### src/rtl/generador_fecha.sv
// Calendar day/month generator feeding the day/month comparator.
// Advances one day every CICLOS_POR_DIA enabled cycles; supports validated loads.
module generador_fecha #(
   parameter int CICLOS_POR_DIA = 4,
   parameter int PW = (CICLOS_POR_DIA > 1) ? $clog2(CICLOS_POR_DIA) : 1
) (
   input  logic       clk,
   input  logic       reset_n,
   input  logic       en,
   input  logic       carga,
   input  logic [4:0] dia_in,
   input  logic [3:0] mes_in,
   input  logic       bisiesto,
   output logic [4:0] dia,
   output logic [3:0] mes,
   output logic       nuevo_dia,
   output logic       fin_anio,
   output logic       error_carga
);

   localparam logic [PW-1:0] ULTIMO = PW'(CICLOS_POR_DIA - 1);

   function automatic logic [4:0] largo_mes(input logic [3:0] m, input logic b);
      case (m)
         4'd2:                    largo_mes = b ? 5'd29 : 5'd28;
         4'd4, 4'd6, 4'd9, 4'd11: largo_mes = 5'd30;
         default:                 largo_mes = 5'd31;
      endcase
   endfunction

   logic [PW-1:0] pre, pre_d;
   logic [4:0]    dia_d;
   logic [3:0]    mes_d;
   logic          nuevo_d, fin_d, err_d;
   logic          carga_ok, tic;

   always_comb begin
      carga_ok = (mes_in >= 4'd1) && (mes_in <= 4'd12) && (dia_in != 5'd0) &&
                 (dia_in <= largo_mes(mes_in, bisiesto));
      tic      = en && !carga && (pre == ULTIMO);
      dia_d    = dia;
      mes_d    = mes;
      pre_d    = pre;
      nuevo_d  = 1'b0;
      fin_d    = 1'b0;
      err_d    = 1'b0;
      if (carga) begin
         // Load wins over advance; a rejected load leaves the prescaler untouched.
         if (carga_ok) begin
            dia_d   = dia_in;
            mes_d   = mes_in;
            pre_d   = '0;
            nuevo_d = 1'b1;
         end else begin
            err_d = 1'b1;
         end
      end else if (en) begin
         pre_d = tic ? '0 : pre + PW'(1);
         if (tic) begin
            nuevo_d = 1'b1;
            // >= so a Feb 29 left over after bisiesto drops still rolls to 1 Mar
            if (dia >= largo_mes(mes, bisiesto)) begin
               dia_d = 5'd1;
               if (mes == 4'd12) begin
                  mes_d = 4'd1;
                  fin_d = 1'b1;
               end else begin
                  mes_d = mes + 4'd1;
               end
            end else begin
               dia_d = dia + 5'd1;
            end
         end
      end
   end

   always_ff @(posedge clk or negedge reset_n) begin
      if (!reset_n) begin
         dia         <= 5'd1;
         mes         <= 4'd1;
         pre         <= '0;
         nuevo_dia   <= 1'b0;
         fin_anio    <= 1'b0;
         error_carga <= 1'b0;
      end else begin
         dia         <= dia_d;
         mes         <= mes_d;
         pre         <= pre_d;
         nuevo_dia   <= nuevo_d;
         fin_anio    <= fin_d;
         error_carga <= err_d;
      end
   end

endmodule

### config.mk
export PLATFORM = sky130hd
export DESIGN_NAME = generador_fecha
export DESIGN_NICKNAME = d
export VERILOG_FILES = /design/src/rtl/generador_fecha.sv
export SDC_FILE = /design/constraint.sdc
export NUM_CORES = 1
export LEC_CHECK = 0
export ABC_AREA = 1
export BUFFER_PORTS_ARGS = -buffer_cell sky130_fd_sc_hd__clkbuf_2
export CAP_MARGIN = 20
export CORE_MARGIN = 4
export CORE_UTILIZATION = 40
export CTS_CLUSTER_DIAMETER = 30
export CTS_CLUSTER_SIZE = 14
export DETAILED_ROUTE_END_ITERATION = 7
export HOLD_SLACK_MARGIN = 0.06
export PLACE_DENSITY = 0.69
export REMOVE_ABC_BUFFERS = 1
export SETUP_SLACK_MARGIN = 0.15
export SYNTH_ARGS = -nofsm -noshare
export SYNTH_HDL_FRONTEND = slang
export SYNTH_SLANG_ARGS = --single-unit
### constraint.sdc
create_clock -name clk -period 3.7 [get_ports clk]
set_input_delay 0.74 -clock clk [delete_from_list [all_inputs] [get_ports clk]]
set_output_delay 0.74 -clock clk [all_outputs]
set_load 0.1 [all_outputs]
Yosys cells after proc, flatten, opt, wreduce, memory -nomap -nowiden
Cells that the tools add are included.
Widths: inputs -> output; s select.
Cells by class
  add/sub/neg operators: 3
  reduce and logical (&&, ||, !) cells: 15
  equality and inequality tests: 13
  multiplexer cells: 32
  $lt $le $gt $ge: 4
Operators with widths (count)
  $mux 5: 8
  $mux 4: 6
  $eq 4x4->1 const B: 5
  $eq 4x3->1 const B: 4
  $mux 1: 12
  $eq 4x2->1 const B: 2
  $mux 2: 4
  $pmux 2 s2: 2
  $reduce_or 4->1: 2
  $reduce_bool 2->1: 3
  $add 5x1->5 const B: 1
  $ge 5x5->1: 1
  $le 5x5->1: 1
  $logic_and 1x1->1: 5
  $reduce_bool 5->1: 1
  $add 4x1->4 const B: 1
  $ge 4x1->1 const B: 1
  $le 4x4->1 const B: 1
  $reduce_and 4->1: 1
  $reduce_and 3->1: 1
  $add 2x1->2 const B: 1
  $eq 2x2->1 const B: 1
  $ne 2x1->1 const B: 1
  $reduce_and 2->1: 1
  $logic_not 1->1: 1
Storage, ports and cells
  logic and storage cells: 73
  bits in registers: 14
  input port bits: 14
  output and inout bits: 12

Longest topological paths before layout
  word-level depth: 11
  gate-level depth with buffers: 16
  depth with buffers taken out: 16

Worst setup path before layout
No wires, ideal clock.
  path kind: reg2reg
  start point: register mes[1]
  end point: register dia[4]
  stages on the path, launching flop included: 14
  arrival: 2.395 ns
  required time: 3.579 ns
  slack: 1.184 ns
  buffers on the path: 0
  period minus slack after synthesis: 2.516 ns
  library setup time: 0.121 ns
  cell sequence: dfrtp_1 -> ha_1 -> nor3b_1 -> a21oi_1 -> ha_1 -> inv_1 -> nand2_1 -> nand2_1 -> nand2_1 -> nand2_2 -> nand3_1 -> nand2_1 -> nand2_1 -> nand2_1
Between the ends
  longest elaborated chain between the ends: 11
  elaborated cells between the ends (all ways): 15
  those cells by class: 1 x order compare; 5 x eq/ne; 8 x mux; 1 x reduce/logical
RTL lines
  start, declared: line 15  | output logic [3:0] mes,
  start signal, assigned: line 87  | mes <= mes_d;
  $eq 4x3->1 / $eq 4x4->1 (equally long branches): line 24  | case (m)
  $reduce_or 4->1: line 24
  $pmux 2 s2 (*): line 24
  $mux 5 (*): line 59  | if (tic) begin
  $mux 5 (*): line 57  | end else if (en) begin
  $mux 5 (*): line 47  | if (carga) begin
  $ge 5x5->1 (*): line 62  | if (dia >= largo_mes(mes, bisiesto)) begin
  $mux 5 (*): line 62
  $mux 5 (*): line 59
  $mux 5 (*): line 57
  $mux 5 (*): line 47
  end signal, assigned: line 86  | dia <= dia_d;
  end, declared: line 14  | output logic [4:0] dia,
Mark *: on every way between the ends. The rest lies on a longest branch, timed or not. The select of a mux whose other input is x is not followed.
A chain may end at the register's enable or synchronous reset.

Worst setup path in the final report
  start point: register mes[0]
  end point: register dia[0]
The elaborated chain is that of the path after synthesis.

==> results.txt <==
Number of buffers inserted by hold repair at cts -> 0
Maximum resistive drop on vdd -> 0.3099 mV
Unrepaired setup endpoints after global routing -> false
Clock-pin transition on the worst setup and hold timing paths -> 0.08 ns
Max Cap Viol -> 0
Post-Syn Area -> 0.001177 mm²
Power per unit of standard cell area -> 541.6 mW/mm²
Leakage power -> 0.7545 nW
Via/cell ratio -> 5.018
Starting Density -> 0.4233
Count of antenna diodes in the layout -> 0
Number of enable flip-flop cells after synthesis -> 0
FMAX -> 0.4531 GHz
Largest fanout of any net on the critical path -> 6
Initial detailed-routing violation count -> 29
CP Launch Type -> register
Num rows -> 19
Unique cell type count in the Yosys netlist -> 28
Design Power -> 0.7271 mW
Share of flip-flops with an asynchronous set or reset -> 1.000
Clk Latency, worst-skew pair -> 0.27 ns
GRT overflow -> 0
Total count of max-transition violations in the final report -> 0
WL/cell -> 11.53 µm
DRC violation count after routing -> 0
Setup crit end kind -> register
Hold/Removal Path Class -> input pin to asynchronous set/reset pin
Portion of the clock cycle consumed by the worst path in the final layout -> 0.5965
Overall Global Routing Usage -> 0.1364
Die area -> 0.003876 mm²
Worst relative slew slack -> 0.6411
Die width -> 62.26 µm
Vias in the first global route -> 1048
Overall routed net length -> 2.514 mm
Run status -> finished, final reports clean
Sum Neg Setup Slack -> 0 ns
Worst endpoint data arrival time -> 2.42 ns
CTS tree -> built
Die span in y -> 62.26 µm
Area share of the leading cell type in the synthesized netlist -> 0.2550
Area growth syn-to-layout -> 14.03%
Transition time at the pin with the least slew margin -> 0.5407 ns
Critical path required time -> 3.91 ns
Hold Vio Cnt, Final -> 0
Ports -> 26
Seq cells post-synth -> 14
Final non-filler cell area -> 0.001343 mm²
Cell area reported after detailed placement -> 0.001306 mm²
Number of nets in the final layout -> 212
Most common cell in the netlist -> nand2_1
Global-route wire length before repair -> 4.388 mm
Maximum level of the CTS H-tree -> 1
Primary flip-flop cell chosen by synthesis mapping -> dfrtp_1
Post-CTS setup buffer count -> 0
Post-CTS sizing -> 0
Leading post-synthesis cells by cell area -> dfrtp_1 (26%), nand2_1 (17%), ha_1 (11%)
Pre-antenna DRT Iters -> 4
Reg2Reg Depth -> 16
Core region area -> 0.002781 mm²
Sum of net half-perimeters after detailed placement -> 2.097 mm
Fraction of final layout cells sized beyond drive strength 1 -> 0.2513
Cell at the root of the clock tree -> clkbuf_4
Maximum clock insertion buffer count -> 2
Final setup viols -> 0
Synth Instances -> 162
Final min period -> 2.207 ns
Classification of the worst setup path -> register to register
Cell accounting for the most synthesized area -> dfrtp_1
Maximum clock skew at final layout -> 0.002924 ns
Number of sinks driven by the clock tree -> 14
Yosys warns -> 0
Number of filler instances in the final layout -> 285
Synthesized area divided by synthesized cell count -> 7.268 µm²
Top cells by count, synth -> nand2_1 (53), nand3_1 (20), inv_1 (18)
Via count -> 1094
Total CTS buffers -> 3
Portion of the post-synthesis area used by sequential elements -> 0.2997
Pin count of the biggest net entering global routing -> 15
Antenna violations before repair -> 0
Number of port buffers -> 25
Number of routed nets with antenna violations -> 0
Weighted congestion reported at the end of routability-driven placement -> 0.8849
-- per-stage QoR --
| stage | hold slack (ns) | instances | utilization | worst slack [ns] |
|---|---|---|---|---|
| after detailed placement | 0.5061 | 214 | 0.4696 | 1.285 |
| after floorplan | 0.4444 | 158 | - | 1.184 |
| after CTS | 0.3552 | 218 | 0.4827 | 1.482 |
| final | 0.3476 | 218 | 0.4827 | 1.493 |
| after global routing | 0.3522 | 218 | 0.4827 | 1.263 |
| after global placement | 0.5035 | 214 | 0.4696 | 1.356 |
-- area by class of cell --
cell class / count / area [µm²] / share of cell area
Multi-Input combinational cell: 123 / 708.2 / 0.5275
Sequential cell: 14 / 352.8 / 0.2628
Timing Repair Buffer: 25 / 125.1 / 0.09320
Inverter: 21 / 81.33 / 0.06058
Tap cell: 31 / 38.79 / 0.02889
Clock buffer: 4 / 36.28 / 0.02703
-- path summary, 6_finish.rpt --
path                       endpoint  slack (ns)     from
min reg2reg                  pre[1]        0.52   pre[1]
min in group clk             pre[1]        0.52   pre[1]
max in group asynchronous    dia[0]        3.06  reset_n
max                          dia[0]        1.49   mes[0]
min                          pre[0]        0.35  reset_n
max reg2reg                  dia[0]        1.49   mes[0]
-- sequential cells by signal, indices dropped and copies added (netlist names) --
| register | flops |
|---|---|
| pre | 2 |
| error_carga | 1 |
| nuevo_dia | 1 |
| fin_anio | 1 |
| mes | 4 |
| dia | 5 |
-- worst max-delay path, cell delays in order, from the launching register on --
cell      delay (ns)
dfstp_2         0.60
inv_1           0.09
ha_1            0.22
o21bai_1        0.12
a21oi_1         0.08
a21oi_1         0.12
ha_1            0.24
inv_1           0.05
nand2_1         0.04
nand2_1         0.05
nand2_1         0.11
nand2_2         0.12
nand2_1         0.06
nand2_1         0.05
nand2_1         0.06
nand2_1         0.06
nand2_1         0.05
-- power by group --
part | switching, mW | internal, mW
clock network | 0.0469 | 0.0598
registers | 0.0481 | 0.184
logic | 0.297 | 0.0912
total | 0.392 | 0.336
-- cells in the final DEF, fill, tap and decap left out, types with 4 or more instances in the layout --
master	n
nand2_1	53
clkbuf_2	25
nand3_1	20
inv_1	18
dfrtp_1	12
ha_1	10
nor2_1	8
a21oi_1	4
nand2_2	4
-- routing by layer --
layer  track usage  wire (µm)  vias to the layer above
met3       0.01622         93                        4
met5             0          0                        -
met1        0.1669       1137                      508
li1              -          -                      562
met2        0.2345       1236                       20
met4       0.06631         46                        0
-- cell families after synthesis --
family                     count (synthesis)  share of synthesized area
and+or+nand+nor                           99                     0.4187
adders and majority gates                 10                     0.1063
xor gates and xnor gates                   3                    0.02232
DFF                                       14                     0.2997
buffers and inverters                     25                    0.09883
AOI/OAI and AO/OA                         11                    0.05420
No activity file was read; power rests on OpenSTA's default activity.
